## src/rtl/wb_write_arbiter.sv

```systemverilog
// Register-file write-port arbiter: pipeline write-back versus late multi-cycle results
// queued in a small FIFO, with starvation forcing, order hazards and a pending-register check.
module wb_write_arbiter #(
    parameter int DEPTH      = 2,
    parameter int STARVE_MAX = 4
) (
    input  logic                           i_clk,
    input  logic                           i_rst,
    input  logic                           i_wbValid,
    input  logic [4:0]                     i_wbRd,
    input  logic [31:0]                    i_wbData,
    output logic                           o_wbStall,
    input  logic                           i_mcValid,
    output logic                           o_mcReady,
    input  logic [4:0]                     i_mcRd,
    input  logic [31:0]                    i_mcData,
    input  logic [4:0]                     i_chkRs1,
    input  logic [4:0]                     i_chkRs2,
    output logic [1:0]                     o_rsPending,
    output logic                           o_rfWe,
    output logic [4:0]                     o_rfRd,
    output logic [31:0]                    o_rfData,
    output logic [$clog2(DEPTH+1)-1:0]     o_pendCount
);

    localparam int PW = (DEPTH > 1) ? $clog2(DEPTH) : 1;
    localparam int CW = $clog2(DEPTH + 1);
    localparam int SW = $clog2(STARVE_MAX + 1);

    typedef enum logic {
        ST_NORMAL,
        ST_FORCE
    } state_t;

    typedef enum logic [1:0] {
        GNT_NONE,
        GNT_PIPE,
        GNT_HEAD
    } grant_t;

    state_t          state, state_next;
    grant_t          grant;
    logic [SW-1:0]   starve_cnt, starve_next;
    logic [PW-1:0]   rd_ptr, wr_ptr;
    logic [CW-1:0]   pend_count, count_next;

    logic [4:0]      fifo_rd   [DEPTH];
    logic [31:0]     fifo_data [DEPTH];
    logic [DEPTH-1:0] entry_valid;

    logic            p_req, h_req, z_hazard, push, pop, mc_ready;
    logic            wb_match, rs1_match, rs2_match;

    // ------------------------------------------------------------------
    // Request decode and FIFO entry occupancy
    // ------------------------------------------------------------------
    assign p_req    = i_wbValid && (i_wbRd != 5'd0);
    assign h_req    = (pend_count != '0);
    assign mc_ready = !i_rst && (pend_count < CW'(DEPTH));
    // rd 0 results complete the handshake but never occupy an entry.
    assign push     = i_mcValid && mc_ready && (i_mcRd != 5'd0);

    always_comb begin
        // NOTE: every combinational output gets a default first so no path leaves it unassigned and infers a latch.
        entry_valid = '0;
        wb_match    = 1'b0;
        rs1_match   = 1'b0;
        rs2_match   = 1'b0;
        for (int i = 0; i < DEPTH; i++) begin
            entry_valid[i] = CW'(PW'(PW'(i) - rd_ptr)) < pend_count;
            if (entry_valid[i]) begin
                if (fifo_rd[i] == i_wbRd)   wb_match  = 1'b1;
                if (fifo_rd[i] == i_chkRs1) rs1_match = 1'b1;
                if (fifo_rd[i] == i_chkRs2) rs2_match = 1'b1;
            end
        end
    end

    // The multi-cycle instruction is older, so an equal rd must reach the file first.
    assign z_hazard = p_req && (wb_match || (push && (i_mcRd == i_wbRd)));

    // ------------------------------------------------------------------
    // Arbitration FSM, combinational half
    // ------------------------------------------------------------------
    always_comb begin
        grant       = GNT_NONE;
        state_next  = state;
        starve_next = starve_cnt;

        unique case (state)
            ST_NORMAL: begin
                if (p_req && !z_hazard) grant = GNT_PIPE;
                else if (h_req)         grant = GNT_HEAD;
            end
            ST_FORCE: begin
                if (h_req) grant = GNT_HEAD;
            end
            default: grant = GNT_NONE;
        endcase

        if ((grant == GNT_HEAD) || !h_req)
            starve_next = '0;
        else if (starve_cnt != SW'(STARVE_MAX))
            starve_next = starve_cnt + 1'b1;

        unique case (state)
            ST_NORMAL: if (starve_next == SW'(STARVE_MAX)) state_next = ST_FORCE;
            ST_FORCE:  if (grant == GNT_HEAD)              state_next = ST_NORMAL;
            default:   state_next = ST_NORMAL;
        endcase
    end

    assign pop = (grant == GNT_HEAD);

    always_comb begin
        count_next = pend_count;
        unique case ({push, pop})
            2'b10:   count_next = pend_count + 1'b1;
            2'b01:   count_next = pend_count - 1'b1;
            default: count_next = pend_count;
        endcase
    end

    // ------------------------------------------------------------------
    // State, pointers and the registered write port
    // ------------------------------------------------------------------
    always_ff @(posedge i_clk or posedge i_rst) begin
        if (i_rst) begin
            state      <= ST_NORMAL;
            starve_cnt <= '0;
            rd_ptr     <= '0;
            wr_ptr     <= '0;
            pend_count <= '0;
            o_rfWe     <= 1'b0;
            o_rfRd     <= 5'd0;
            o_rfData   <= 32'd0;
        end else begin
            // NOTE: sequential state uses non-blocking assignments so every flop samples pre-edge values.
            state      <= state_next;
            starve_cnt <= starve_next;
            pend_count <= count_next;
            if (push) wr_ptr <= wr_ptr + 1'b1;
            if (pop)  rd_ptr <= rd_ptr + 1'b1;

            unique case (grant)
                GNT_PIPE: begin
                    o_rfWe   <= 1'b1;
                    o_rfRd   <= i_wbRd;
                    o_rfData <= i_wbData;
                end
                GNT_HEAD: begin
                    o_rfWe   <= 1'b1;
                    o_rfRd   <= fifo_rd[rd_ptr];
                    o_rfData <= fifo_data[rd_ptr];
                end
                default: o_rfWe <= 1'b0;
            endcase
        end
    end

    // NOTE: the FIFO storage is not reset; occupancy and pointers alone decide which entries are meaningful.
    always_ff @(posedge i_clk) begin
        if (push) begin
            fifo_rd[wr_ptr]   <= i_mcRd;
            fifo_data[wr_ptr] <= i_mcData;
        end
    end

    // ------------------------------------------------------------------
    // Outputs
    // ------------------------------------------------------------------
    assign o_mcReady   = mc_ready;
    assign o_wbStall   = p_req && (grant != GNT_PIPE);
    assign o_pendCount = pend_count;
    assign o_rsPending = {rs2_match && (i_chkRs2 != 5'd0),
                          rs1_match && (i_chkRs1 != 5'd0)};

    a_no_overflow : assert property (@(posedge i_clk) disable iff (i_rst)
        pend_count <= CW'(DEPTH));

endmodule

```

## config.mk

```make
export PLATFORM = sky130hd
export DESIGN_NAME = wb_write_arbiter
export DESIGN_NICKNAME = d
export VERILOG_FILES = /design/src/rtl/wb_write_arbiter.sv
export SDC_FILE = /design/constraint.sdc
export NUM_CORES = 1
export LEC_CHECK = 0
export BUFFER_PORTS_ARGS = -buffer_cell sky130_fd_sc_hd__buf_2
export CAP_MARGIN = 10
export CORE_MARGIN = 5
export CORE_UTILIZATION = 53
export CTS_CLUSTER_SIZE = 14
export DETAILED_ROUTE_END_ITERATION = 6
export PLACE_DENSITY = 0.85
export SLEW_MARGIN = 20
export SYNTH_ARGS = -nofsm -noshare
export SYNTH_HDL_FRONTEND = slang
export SYNTH_SLANG_ARGS = --single-unit
export TNS_END_PERCENT = 10
```

## constraint.sdc

```tcl
create_clock -name i_clk -period 5.15 [get_ports i_clk]
set_clock_uncertainty 0.1 [all_clocks]
set_input_delay 1.545 -clock i_clk [delete_from_list [all_inputs] [get_ports i_clk]]
set_output_delay 1.545 -clock i_clk [all_outputs]
set_load 0.005 [all_outputs]
```

; Word-level counts from Yosys, hierarchy flattened
; Memory sizes are Yosys's and may differ from the RTL's.
; Cells that the tools add are included.
[totals]
reg_bits = 46
mem_bits_rw = 74
in_bits = 88
output_inout_bits = 44
word_cells = 84
mem_count = 2
[memory_table]
columns = name, depth, width, read_ports, rd_ports_with_merged_regs, write_ports, line_no
row1 = fifo_data, 2, 32, 1, 0, 1, 48  ; logic [31:0] fifo_data [DEPTH];
row2 = fifo_rd, 2, 5, 3, 0, 1, 47  ; logic [4:0] fifo_rd [DEPTH];
[op_classes]
add_sub_neg = 7
magnitude_cmp = 3
eq_ne = 14
muxes = 26
bitwise = 1
reduce_logical = 23
[op_table]
columns = op, count
row1 = one-hot mux 32 bit (2 select lines), 1
row2 = == test 5 bit, 7
row3 = nonzero test 5 bit, 4
row4 = two-way mux 1 bit, 17
row5 = logical AND 1 bit, 10
row6 = one-hot mux 5 bit (2 select lines), 1
row7 = one-hot mux 2 bit (2 select lines), 2
row8 = two-way mux 3 bit, 2
row9 = nonzero test 2 bit, 3
row10 = "== test 2 x 1 -> 1 bit, second input constant", 2
row11 = "== test 2 bit, second input constant", 2
row12 = < comparator 1 x 2 -> 1 bit, 2
row13 = two-way mux 2 bit, 2
row14 = "adder 3 x 1 -> 3 bit, second input constant", 1
row15 = "== test 3 bit, second input constant", 1
row16 = logical NOT 1 bit, 3
row17 = "inequality test 3 bit, second input constant", 1
row18 = "adder 1 bit, second input constant", 2
row19 = "adder 2 x 1 -> 2 bit, second input constant", 1
row20 = logical OR 1 bit, 2
row21 = "< comparator 2 bit, second input constant", 1
row22 = "inequality test 2 x 1 -> 1 bit, second input constant", 1
row23 = one-hot mux 1 bit (2 select lines), 1
row24 = OR reduction 2 bit, 1
row25 = 3 further kinds, 4

; Logic depth before layout (Yosys ltp)
[logic_depth]
depth_word = 17
depth_mapped = 9
depth_no_buf = 8

; Least setup slack after synthesis
; Ideal clock, no wire load.
[synth_path]
path_type = input to output
startpoint = in i_mcRd[1]
endpoint = out o_wbStall
t_arrival_ns = 2.981
t_required_ns = 3.505
path_slack_ns = 0.524
cell_stages = 6
path_buffers = 1
cell_sequence = or4_1 > o211ai_2 > or4_4 > nand4_4 > buf_6 > nor2b_1
[synth_via]
elab_chain_cells = 11
word_cells_on_any_way = 12
cone_classes = 2 x eq/ne / 2 x mux / 8 x reduce/logical
[synth_rtl]
columns = item, line_no
row1 = "start, declared", 15  ; input logic [4:0] i_mcRd,
row2 = nonzero test 5 bit, 61  ; assign push = i_mcValid && mc_ready && (i_mcRd != 5'd0);
row3 = logical AND 1 bit, 61
row4 = logical AND 1 bit *, 80  ; assign z_hazard = p_req && (wb_match || (push && (i_mcRd == i_wbRd)));
row5 = logical OR 1 bit *, 80
row6 = logical AND 1 bit *, 80
row7 = logical NOT 1 bit *, 92  ; if (p_req && !z_hazard) grant = GNT_PIPE;
row8 = logical AND 1 bit *, 92
row9 = two-way mux 2 bit *, 92
row10 = one-hot mux 2 bit (2 select lines) *, 90  ; unique case (state)
row11 = inequality test 2 x 1 -> 1 bit *, 173  ; assign o_wbStall = p_req && (grant != GNT_PIPE);
row12 = logical AND 1 bit *, 173
row13 = "end, declared", 12  ; output logic o_wbStall,
; Mark *: on every way between the ends. The rest lies on a longest branch, timed or not.

; Worst setup path in the final report
[layout_path]
startpoint = in i_wbRd[1]
endpoint = out o_wbStall
[layout_via]
elab_chain_cells = 13
word_cells_on_any_way = 18
cone_classes = 4 x eq/ne / 6 x mux / 8 x reduce/logical
[layout_rtl]
columns = item, line_no
row1 = "start, declared", 10  ; input logic [4:0] i_wbRd,
row2 = == test 5 bit, 72  ; if (fifo_rd[i] == i_wbRd) wb_match = 1'b1;
row3 = two-way mux 1 bit, 72
row4 = two-way mux 1 bit, 71  ; if (entry_valid[i]) begin
row5 = two-way mux 1 bit, 72
row6 = two-way mux 1 bit, 71
row7 = logical OR 1 bit, 80
row8 = logical AND 1 bit, 80
row9 = logical NOT 1 bit, 92
row10 = logical AND 1 bit, 92
row11 = two-way mux 2 bit, 92
row12 = one-hot mux 2 bit (2 select lines), 90
row13 = inequality test 2 x 1 -> 1 bit, 173
row14 = logical AND 1 bit *, 173
; Marked as above.

==> run metrics <==
minimum clock period=4.695 ns; Synth area leader=edfxtp_1; net switching power=0.001093 W; GRT Util Overall=20.35%; Worst-Skew Late Latency=0.50 ns; DRT Pass-1 Iters=5; FF-to-FF End=o_rfData[3]$_DFFE_PP0P_; clock power share=31.5%; EDFF count, synth=74; setup TNS=0 ns; layout net count=614; Hold Crit Start=state$_DFF_PP0_; row cnt=37; Seq cells post-synth=120; Routed Wire Length=12.23 mm; Worst path max stage delay=0.53 ns; sw frac=30.32%; Tightest Pin Transition=0.8841 ns; worst-path maximum fanout=5; Critical Path Slowest Stage Cell=or4_1; crit path DAT=3.05 ns; VDD IR max=0.0002921 V; count of final setup violators=0; r2r setup slk=2.03 ns; Post-Synthesis Cells=384; post_cts resized=0; status=finished, final reports clean; layout cells sized above 1=39.74%; Post-route DRC=0; H-tree depth=4; Reg area=0.003374 mm^2; hold path depth=2; maxcap violations=0; post-synth net total=475; # hold bufs at CTS=0; WL/cell=18.20 um; Initial Utilization=53.40%; routed via count=3,518; hpwl dp=8.269 mm; family with the most delay on the worst path=simple AND/OR/NAND/NOR gates; initial antenna violation count=0; CP startpoint=i_wbRd[1]; area share of the largest cell type after synthesis=40.86%; IO Pins=132; P&R area growth vs syn=25.86%; Core ar.=0.01018 mm^2; CP endpoint kind=output port; r2r startpoint=rd_ptr$_DFFE_PP0N_; Placed Area=0.006223 mm^2; cell depth of the worst flop-to-flop path=6; Num CTS Buffers=17; Fin. Hold Viols=0; RSZ-0062 raised after global routing=no; final non-filler cell area=0.006845 mm^2; sequential fraction of design power=39.4%; Power Dens Cells=526.6 mW/mm^2; WHS Endpoint=state$_DFF_PP0_; commonest cells in the netlist=74 x edfxtp_1, 46 x dfrtp_1, 40 x nand2_1, 39 x o21ai_0, 38 x mux2i_1; hold crit path type=flop to flop; most common cell in the synthesized netlist=edfxtp_1; Comb power frac=29.1%; number of library cell types mapped by synthesis=32; pin count of the biggest net entering global routing=47; Leakage Power=2.950 nW; Crit path buffers/inverters=2; Synth async-reset ratio=38.33%; Die Ht=111.3 um; initial DRC count=181; Die Width=111.3 um; Synth Flop Type=edfxtp_1; Critical Path RT=3.51 ns; area of the multi-input gates=0.001971 mm^2; final worst path period share=91.16%; number of global-route vias before repair=3,811; # port buffers=131; Internal=0.002512 W; ranking of synthesized cells by area=edfxtp_1 41%, dfrtp_1 21%, mux2_4 9.4%; Synth Area per Inst=14.16 um^2; Cell Chain, Critical Path=buf_2 -> or4_1 -> o21ai_0 -> nor2_1 -> nand4_4 -> nor2b_1 -> buf_2; first-pass GRT wire length=19.65 mm; Avg Vias per Cell=5.235; critical path depth in cells=7; Final Wtd Congestion=0.9232; maximum clock rate=213.0 MHz; Antenna Nets Post-Route=0; Seq/Total Area, Yosys=62.02%; Post-Synthesis Cell Area=0.005439 mm^2; n_diodes=0; CTS Sinks=120; CP Launch Type=primary input; most common cell type on the critical path=buf_2; Clock Tree Buf Depth=2; YS warnings=0; # Post-CTS Setup Buffers=0; max-slew violation count=0; Overflow after GRT=0; CTS tree=yes; root buffer cell=clkbuf_8; fill count=774; die area=0.01239 mm^2; CP Class=primary input to output port; relative slew slack=41.06%; clk slew on worst S/H paths=0.05 ns
## routing by layer
| layer | track usage (%) | vias to the layer above | part of all wire, % |
|---|---|---|---|
| met5 | 0 | - | 0 |
| met4 | 7.624 | 0 | 2.1 |
| met3 | 6.659 | 26 | 7.0 |
| met2 | 33.86 | 128 | 49 |
| met1 | 24.83 | 1691 | 41 |
| li1 | - | 1673 | - |
## worst register-to-register path: stages (launching register included)
cell     delay, ns
dfrtp_2       0.80
a21o_1        0.29
nand3_1       0.10
or4_1         0.50
nand4_4       0.14
buf_4         0.64
mux2_2        0.43
## layout by cell type (no fill, tap or decap), types with 7 or more instances in the layout
cell,Yosys,routed
xnor2_1,20,20
mux2_4,34,34
dfrtp_1,46,45
buf_2,1,131
nor2_1,10,7
clkbuf_16,0,16
nor3_1,8,8
edfxtp_1,74,74
nand2_1,40,40
clkinv_2,0,7
o21ai_0,39,39
xor2_1,21,21
mux2i_1,38,38
## flip-flops by register name, indices dropped and copies added (netlist names)
name	count
o_rfData	32
o_rfWe	1
wr_ptr	1
fifo_rd	10
o_rfRd	5
starve_cnt	3
rd_ptr	1
o_pendCount	2
state	1
fifo_data	64
## worst max path at each step
stage	end	slack, ns
finish	o_wbStall	0.46
global route	o_wbStall	0.32
CTS	o_wbStall	0.46
detailed placement	o_wbStall	0.47
global placement	o_wbStall	0.56
floorplan	o_wbStall	0.52
## through the flow
step	total power (W)	setup slack, ns	util (%)	cells	hold slack, ns
2_1_floorplan	0.002104	0.5237	-	384	0.3681
3_3_place_gp	0.002428	0.5560	61.11	638	0.4212
3_5_place_dp	0.002481	0.4702	61.11	638	0.4210
4_1_cts	0.003631	0.4622	66.73	670	0.4355
5_1_grt	0.003811	0.3230	67.21	672	0.4687
6_report	0.003605	0.4553	67.21	672	0.4311
## power by group through the flow
stage          clock, W  combinational (W)  sequential, W
6_report        0.00114            0.00105        0.00142
5_1_grt         0.00120            0.00116        0.00144
4_1_cts         0.00116            0.00105        0.00142
3_5_place_dp          0            0.00104        0.00144
3_3_place_gp          0            0.00100        0.00142
2_1_floorplan         0           0.000724        0.00138
## final cells by class
type | instances | share of cell area [%]
Clock buffer | 17 | 6.050
Clock inverter | 15 | 2.321
Inverter | 6 | 0.3473
Multi-Input combinational cell | 241 | 28.79
Sequential cell | 120 | 49.30
Tap cell | 136 | 2.486
Timing Repair Buffer | 137 | 10.71
## cells by family (layout without fill, tap and decap cells)
kind of cell,Yosys count,after routing,synth area share (%)
DFF,120,120,62.02
muxes,75,75,17.00
and+or+nand+nor,73,73,6.326
AOI/OAI and AO/OA,49,49,5.199
xor gates and xnor gates,41,41,6.602
buffers and inverters,23,175,2.162
adders and majority gates,3,3,0.6902
No activity file was read; power rests on OpenSTA's default activity.
